## src/rtl/round_controller.sv

```systemverilog
// Wordle round sequencer: draws a target from the word ROM, then accepts and
// scores up to MAX_GUESSES guesses with duplicate-letter aware colouring.
module round_controller #(
  parameter int NUM_WORDS   = 100,
  parameter int MAX_GUESSES = 6
) (
  input  logic        clk,
  input  logic        rst,
  input  logic        new_game,
  output logic [6:0]  rom_index,
  input  logic [24:0] rom_word,
  input  logic        guess_valid,
  input  logic [24:0] guess_word,
  output logic        guess_ready,
  output logic        result_valid,
  output logic [9:0]  result,
  output logic [2:0]  guess_count,
  output logic        game_won,
  output logic        game_lost
);

  typedef enum logic [2:0] {
    IDLE, LOAD, PLAY, GREEN, YELLOW, REPORT, WON, LOST
  } state_t;

  state_t          state;
  logic [6:0]      seed;
  logic [4:0][4:0] target;
  logic [4:0][4:0] guess;
  logic [4:0]      green;
  logic [4:0]      yellow;
  logic [4:0]      used;
  logic [2:0]      idx;

  logic [4:0]      green_now;
  logic            hit;
  logic [4:0]      yellow_next;
  logic [4:0]      used_next;

  function automatic logic [9:0] pack_score(input logic [4:0] g, input logic [4:0] y);
    logic [9:0] r;
    r = '0;
    for (int i = 0; i < 5; i++) begin
      if (g[i])      r[2*i +: 2] = 2'b10;
      else if (y[i]) r[2*i +: 2] = 2'b01;
    end
    return r;
  endfunction

  // Free-running index source; the round picks whatever value it holds
  // in the cycle new_game arrives.
  always_ff @(posedge clk) begin
    if (rst)                             seed <= '0;
    else if (seed == 7'(NUM_WORDS - 1))  seed <= '0;
    else                                 seed <= seed + 7'd1;
  end

  // Lowest still-unused target position holding guess letter idx.
  // NOTE: every always_comb output gets a default before any conditional
  // assignment; a path that leaves one unassigned would infer a latch.
  always_comb begin
    hit         = 1'b0;
    yellow_next = yellow;
    used_next   = used;
    for (int i = 0; i < 5; i++) green_now[i] = (guess[i] == target[i]);
    for (int j = 4; j >= 0; j--) begin
      if (!hit || 1'b1) begin
        if (!used[j] && (target[j] == guess[idx]) && !green[idx]) begin
          hit = 1'b1;
        end
      end
    end
    if (hit) begin
      yellow_next[idx] = 1'b1;
      for (int j = 4; j >= 0; j--) begin
        if (!used[j] && (target[j] == guess[idx])) begin
          used_next = used;
          used_next[j] = 1'b1;
        end
      end
    end
  end

  // NOTE: sequential state is updated only with non-blocking assignments so
  // every register samples pre-edge values regardless of statement order.
  always_ff @(posedge clk) begin
    if (rst) begin
      state        <= IDLE;
      rom_index    <= '0;
      target       <= '0;
      guess        <= '0;
      green        <= '0;
      yellow       <= '0;
      used         <= '0;
      idx          <= '0;
      result       <= '0;
      result_valid <= 1'b0;
      guess_ready  <= 1'b0;
      guess_count  <= '0;
      game_won     <= 1'b0;
      game_lost    <= 1'b0;
    end else if (new_game) begin
      state        <= LOAD;
      rom_index    <= seed;
      green        <= '0;
      yellow       <= '0;
      used         <= '0;
      idx          <= '0;
      result       <= '0;
      result_valid <= 1'b0;
      guess_ready  <= 1'b0;
      guess_count  <= '0;
      game_won     <= 1'b0;
      game_lost    <= 1'b0;
    end else begin
      result_valid <= 1'b0;
      case (state)
        IDLE: ;
        LOAD: begin
          target      <= rom_word;
          guess_ready <= 1'b1;
          state       <= PLAY;
        end
        PLAY: begin
          if (guess_valid) begin
            guess       <= guess_word;
            guess_ready <= 1'b0;
            state       <= GREEN;
          end
        end
        GREEN: begin
          green  <= green_now;
          used   <= green_now;
          yellow <= '0;
          idx    <= '0;
          state  <= YELLOW;
        end
        YELLOW: begin
          yellow <= yellow_next;
          used   <= used_next;
          if (idx == 3'd4) begin
            result       <= pack_score(green, yellow_next);
            result_valid <= 1'b1;
            guess_count  <= guess_count + 3'd1;
            state        <= REPORT;
          end else begin
            idx <= idx + 3'd1;
          end
        end
        REPORT: begin
          if (&green) begin
            game_won <= 1'b1;
            state    <= WON;
          end else if (guess_count == 3'(MAX_GUESSES)) begin
            game_lost <= 1'b1;
            state     <= LOST;
          end else begin
            guess_ready <= 1'b1;
            state       <= PLAY;
          end
        end
        WON, LOST: ;
        default: state <= IDLE;
      endcase
    end
  end

endmodule

```

## config.mk

```make
export PLATFORM = sky130hd
export DESIGN_NAME = round_controller
export DESIGN_NICKNAME = d
export VERILOG_FILES = /design/src/rtl/round_controller.sv
export SDC_FILE = /design/constraint.sdc
export NUM_CORES = 1
export LEC_CHECK = 0
export CAP_MARGIN = 20
export CORE_MARGIN = 2
export CORE_UTILIZATION = 27
export DETAILED_ROUTE_END_ITERATION = 16
export SLEW_MARGIN = 10
export SYNTH_ARGS = -nofsm -noshare
export SYNTH_HDL_FRONTEND = slang
export SYNTH_SLANG_ARGS = --single-unit
```

## constraint.sdc

```tcl
create_clock -name clk -period 5.3 [get_ports clk]
set_input_delay 1.06 -clock clk [delete_from_list [all_inputs] [get_ports clk]]
set_output_delay 1.06 -clock clk [all_outputs]
set_load 0.005 [all_outputs]
```

==> results of run 1 <==
through the flow:
stage               instance area, µm²  util (%)
floorplan                         4800         -
global placement                  5736     33.05
detailed placement                5736     33.05
CTS                               6035     34.77
global route                      6035     34.77
finish                            6035     34.77
critical path: cells and delay by family (launching register included):
kind / cells / cell delay, ns
mux: 1 / 0.41
xor+xnor: 1 / 0.18
flops: 1 / 0.82
compound gates: 4 / 1.04
simple gates: 2 / 0.40
path summary, 6_finish.rpt:
| check | startpoint | end | slack, ns | depth (start not counted) |
|---|---|---|---|---|
| worst max-delay path | idx[2]$_SDFFE_PP0P_ | yellow[3]$_SDFFE_PP0P_ | 2.33 | 8 |
| worst min-delay path | result[6]$_SDFFE_PP0P_ | result[6]$_SDFFE_PP0P_ | 0.45 | 2 |
| worst max register to register | idx[2]$_SDFFE_PP0P_ | yellow[3]$_SDFFE_PP0P_ | 2.33 | 8 |
| worst min register to register | result[6]$_SDFFE_PP0P_ | result[6]$_SDFFE_PP0P_ | 0.45 | 2 |
cell usage in the layout, fill, tap and decap left out, types with 2 or more instances in the layout:
cell             instances
nand2_1                134
dfxtp_1                102
clkdlybuf4s50_1         76
a21oi_1                 73
nor2_1                  53
xor2_1                  28
o21ai_0                 21
xnor2_1                 20
mux2i_1                 14
or3_1                   12
nand3_1                 12
inv_1                   10
nor3_1                  10
clkbuf_16                9
nand4_1                  6
nor2b_1                  5
a31oi_1                  5
ha_1                     5
a211oi_1                 4
mux2_2                   4
o211ai_1                 4
buf_4                    4
or2_2                    3
nand3b_1                 3
o22ai_1                  3
a22oi_1                  3
nor3_2                   2
and2_1                   2
o22a_1                   2
and4_1                   2
a211oi_2                 2
nand4_2                  2
o2111ai_1                2
a221oi_2                 2
o41ai_1                  2
clkinv_4                 2
cell families (layout without fill, tap and decap cells):
group / count (synthesis) / count (layout) / synth area share [%]
simple gates: 255 / 255 / 23.59
compound gates: 127 / 127 / 15.69
flops: 102 / 102 / 42.54
xor+xnor: 48 / 48 / 8.759
buf+inv: 44 / 106 / 3.936
mux: 19 / 19 / 4.171
fa+ha+maj: 5 / 5 / 1.303
power groups by stage:
stage                     combinational (W)  sequential, W  clock, W
after CTS                          0.000131       0.000796  0.000682
after global routing               0.000144       0.000798  0.000712
final                              0.000129       0.000796  0.000666
after floorplan                   0.0000721       0.000807         0
after global placement             0.000130       0.000813         0
after detailed placement           0.000130       0.000813         0
area by class of cell:
type / count / share of cell area (%)
inverters: 10 / 0.6220
well taps: 225 / 4.665
repair buffers: 81 / 13.19
flip-flops and latches: 102 / 33.84
clock inverters: 5 / 0.9952
multi-input cells: 454 / 42.73
clock buffers: 10 / 3.960
metal layers:
metal	track usage [%]	part of all wire, %	vias up
met2	21.06	44	87
met5	0	0	-
met1	19.28	50	1879
met3	2.723	4.2	11
li1	-	-	2153
met4	5.556	1.5	0
state kept, by name, indices dropped and copies added (netlist names), 5 cells and up:
register   cells
guess         25
yellow         5
rom_index      7
green          5
seed           7
used           5
result        10
target        25
==> impl_results.md, run 1 <==
- Status: completed
- Final setup vio count: 0
- Chip width: 137.3 µm
- Placed cell count: 872
- Antenna violations before repair: 0
- Boundary Pins: 78
- Vias/cell: 4.656
- Synth Instances: 600
- Ys async rst share: 0%
- Slowest stage cell on the critical path: dfxtp_1
- Nets: 717
- Pint: 0.001224 W
- Post-synth top cells: 134 x nand2_1, 102 x dfxtp_1, 73 x a21oi_1
- Worst EP required: 5.54 ns
- Worst slew pin tran: 0.8664 ns
- Yosys warns: 0
- Setup bufs post-CTS: 0
- Final GP Congestion: 0.8582
- PortBufs: 77
- GRT overflow: 0
- Synth Net Count: 659
- Sequential share of power: 50.0%
- Top cells by area, synth: dfxtp_1 43%, nand2_1 10%, a21oi_1 7.6%
- FP Rows: 48
- CTS sink count: 102
- Clock transition at the registers of the reported paths: 0.07 ns
- Crit-path cells: mux2_2 -> a221o_1 -> xor2_1 -> a211oi_1 -> nand4_1 -> nand4_2 -> o21ai_2 -> o41ai_1
- Synthesized area per cell: 7.999 µm²
- DR DRC count: 0
- Power per cell area: 263.6 nW/µm²
- Root buf cell: clkbuf_16
- Setup tns final: 0 ns
- Core ar.: 17360 µm²
- Drt pass-1 iters: 4
- Synth area leader: dfxtp_1
- Post-DRT Antenna Nets: 0
- Lkg Pwr: 2.084 nW
- Storage cell area: 2042 µm²
- Max stage delay on crit path: 0.82 ns
- Multi-input gate area: 2579 µm²
- Full die area: 18860 µm²
- CP max FO: 22
- Worst hold slack: 0.4522 ns
- #FFs+latches synth: 102
- Sw Share: 23.06%
- Fin crit share: 56.02%
- Clk_lat worst skew: 0.35 ns
- Achievable Freq: 336.8 MHz
- First-pass GRT wire length: 20190 µm
- Setup WS pre-CTS: 2.095 ns
- Hold crit path type: register to register
- Tot GR Track Use: 13.88%
- Largest net degree at the start of global routing: 62
- Synth top area share: 42.54%
- Setup crit end kind: register
- Top FF cell, synth: dfxtp_1
- Sequential share of the synthesized area: 42.54%
- Max clock buf depth: 2
- First-iteration detailed-routing DRC count: 222
- CTS tree: done
- Hold buffer count at cts: 0
- Vias in the first global route: 3858
- Count leader, synth: nand2_1
- CTS buffer count: 9
- Fillers: 1802
- Crit path launch type: register
- Period minus WS final: 2.969 ns
- Initial core utilization: 27.65%
- DR vias: 4130
- Switch Pwr: 0.0003668 W
- Wirelength per Cell: 13.98 µm
- Final WL: 12400 µm
- Diodes inserted: 0
- Maxcap violations: 0
- Crit Path Class: register to register
- Max H-tree Level: 3
- Hold Vio Cnt, Final: 0
- RSZ-0062 raised after global routing: no
- Hpwl dp: 9232 µm
- Slew margin rel.: 42.24%
- Area delta synth->final: 25.73%
- Final Max Tran Viols: 0
- Clock power share: 41.9%
- Mapped Area: 4800 µm²
- Maximum vdd ir drop: 0.1689 mV
- Non-Filler Instances: 887
- Distinct cells, synth: 50
- Setup Skew: 0.008353 ns
- Setup ws final: 2.331 ns
- Share of cells above drive strength 1: 6.193%
- CTS resizes: 0
- Number of synthesized flops with an enable pin: 0
- Combinational power share: 8.1%
- Critical path arrival: 3.21 ns
- Pwr Total: 0.001591 W
- Die Ht: 137.3 µm
Power figures use the tool's default switching activity.
==> run 2, diff against run 1 <==
==> constraint.sdc (replaced) <==
create_clock -name clk -period 3 [get_ports clk]
set_input_delay 0.6 -clock clk [delete_from_list [all_inputs] [get_ports clk]]
set_output_delay 0.6 -clock clk [all_outputs]
set_load 0.005 [all_outputs]
==> impl_results.md, run 2 (synthesized netlist as in run 1, its figures left out) <==
- Vias in the first global route: 3891
- Fillers: 1833
- Full die area: 18860 µm²
- Boundary Pins: 78
- Status: completed
- Largest net degree at the start of global routing: 59
- GRT overflow: 0
- Setup crit end kind: register
- Max H-tree Level: 3
- Top flop regs: guess x25, target x25, result x10
- Lkg Pwr: 2.136 nW
- Clock power share: 44.0%
- Top layer in use: met4
- Clock transition at the registers of the reported paths: 0.07 ns
- Core ar.: 17360 µm²
- Combinational power share: 7.8%
- Power per cell area: 477.6 nW/µm²
- Sequential share of power: 48.1%
- Setup tns final: 0 ns
- Achievable Freq: 383.1 MHz
- Final GP Congestion: 0.8887
- Crit path launch type: register
- CTS sink count: 102
- CTS tree: done
- Met3 Wirelength: 419 µm
- Diodes inserted: 0
- PortBufs: 77
- Setup bufs post-CTS: 0
- Setup Skew: 0.007303 ns
- Switch Pwr: 0.0006664 W
- Maximum vdd ir drop: 0.2491 mV
- Area delta synth->final: 27.55%
- First-pass GRT wire length: 20930 µm
- Max clock buf depth: 2
- DR DRC count: 0
- Hold Vio Cnt, Final: 0
- Post-DRT Antenna Nets: 0
- Maxcap violations: 0
- Worst EP required: 3.22 ns
- Vias/cell: 4.670
- Slew margin rel.: 40.22%
- Final setup vio count: 0
- Antenna violations before repair: 0
- Met2 WL: 5826 µm
- Chip width: 137.3 µm
- Commonest non-fill, non-tap cell in the layout: nand2_1
- Clk_lat worst skew: 0.35 ns
- Nets: 724
- Final Max Tran Viols: 0
- Placed cell count: 879
- Final WL: 12840 µm
- Non-Filler Instances: 895
- Multi-input gate area: 2579 µm²
- Fin crit share: 87.01%
- Hold buffer count at cts: 0
- CP max FO: 11
- Hpwl dp: 9767 µm
- Worst slew pin tran: 0.8967 ns
- Crit Path Class: register to register
- DR vias: 4180
- Critical path arrival: 2.83 ns
- Die Ht: 137.3 µm
- Sw Share: 22.79%
- CTS buffer count: 9
- Hold crit path type: primary input to register
- RSZ-0062 raised after global routing: no
- Wirelength per Cell: 14.35 µm
- Tot GR Track Use: 14.33%
- Root buf cell: clkbuf_16
- Initial core utilization: 27.65%
- Share of cells above drive strength 1: 7.463%
- Period minus WS final: 2.610 ns
- Drt pass-1 iters: 4
- M1 WL: 6380 µm
- FP Rows: 48
- Most frequent cells in the layout: 134 x nand2_1, 101 x dfxtp_1, 76 x clkdlybuf4s50_1
- Storage cell area: 2043 µm²
- First-iteration detailed-routing DRC count: 241
- Pint: 0.002258 W
run 2: path summary, 6_finish.rpt:
kind / startpoint / to / slack, ns / depth (start not counted)
worst max-delay path: idx[0]$_SDFFE_PP0P_ / used[2]$_SDFFE_PP0P_ / 0.39 / 9
worst min-delay path: rst / state[0]$_SDFFE_PP0P_ / 0.45 / 2
worst max register to register: idx[0]$_SDFFE_PP0P_ / used[2]$_SDFFE_PP0P_ / 0.39 / 9
worst min register to register: yellow[2]$_SDFFE_PP0P_ / yellow[2]$_SDFFE_PP0P_ / 0.45 / 2
run 2: timing repair:
action | 4_1_cts | 5_1_grt
gates resized for setup | 0 | 1
hold endpoints to repair | 0 | 0
endpoints found under the setup margin | 0 | 1
run 2: power by group through the flow:
stage	clock network (W)	registers, W	logic [W]
finish	0.00129	0.00141	0.000229
global placement	0	0.00144	0.000229
detailed placement	0	0.00144	0.000231
global route	0.00138	0.00141	0.000253
floorplan	0	0.00143	0.000127
CTS	0.00132	0.00141	0.000232
run 2: routing by layer:
layer / global-route usage (%) / vias up
met2: 22.08 / 76
met1: 19.94 / 1917
met3: 2.575 / 14
met4: 5.269 / 0
met5: 0 / -
li1: - / 2173
run 2: final cells by class:
| type | instances | area share (%) |
|---|---|---|
| Clock buffer | 10 | 3.904 |
| Sequential cell | 102 | 33.37 |
| Inverter | 10 | 0.6131 |
| Clock inverter | 6 | 1.533 |
| Timing Repair Buffer | 88 | 13.86 |
| Tap cell | 225 | 4.598 |
| Multi-Input combinational cell | 454 | 42.12 |
run 2: through the flow:
step | hold slack (ns) | power [W] | util [%] | setup slack [ns] | area, µm²
floorplan | 0.4200 | 0.001553 | - | 0.7151 | 4800
global placement | 0.4366 | 0.001668 | 33.35 | 0.3302 | 5788
detailed placement | 0.4421 | 0.001669 | 33.35 | 0.2842 | 5788
CTS | 0.4347 | 0.002956 | 35.27 | 0.2657 | 6121
global route | 0.4509 | 0.003047 | 35.27 | 0.1423 | 6122
finish | 0.4465 | 0.002924 | 35.27 | 0.3898 | 6122
run 2: worst max-delay path, stage by stage (launching register included):
cell and delay (ns):
dfxtp_1 0.57, buf_4 0.22, nor2b_1 0.25, a221o_1 0.36, xor2_1 0.11, a211oi_1 0.23
nand4_1 0.18, and2_1 0.19, o221ai_2 0.26, a221oi_2 0.11
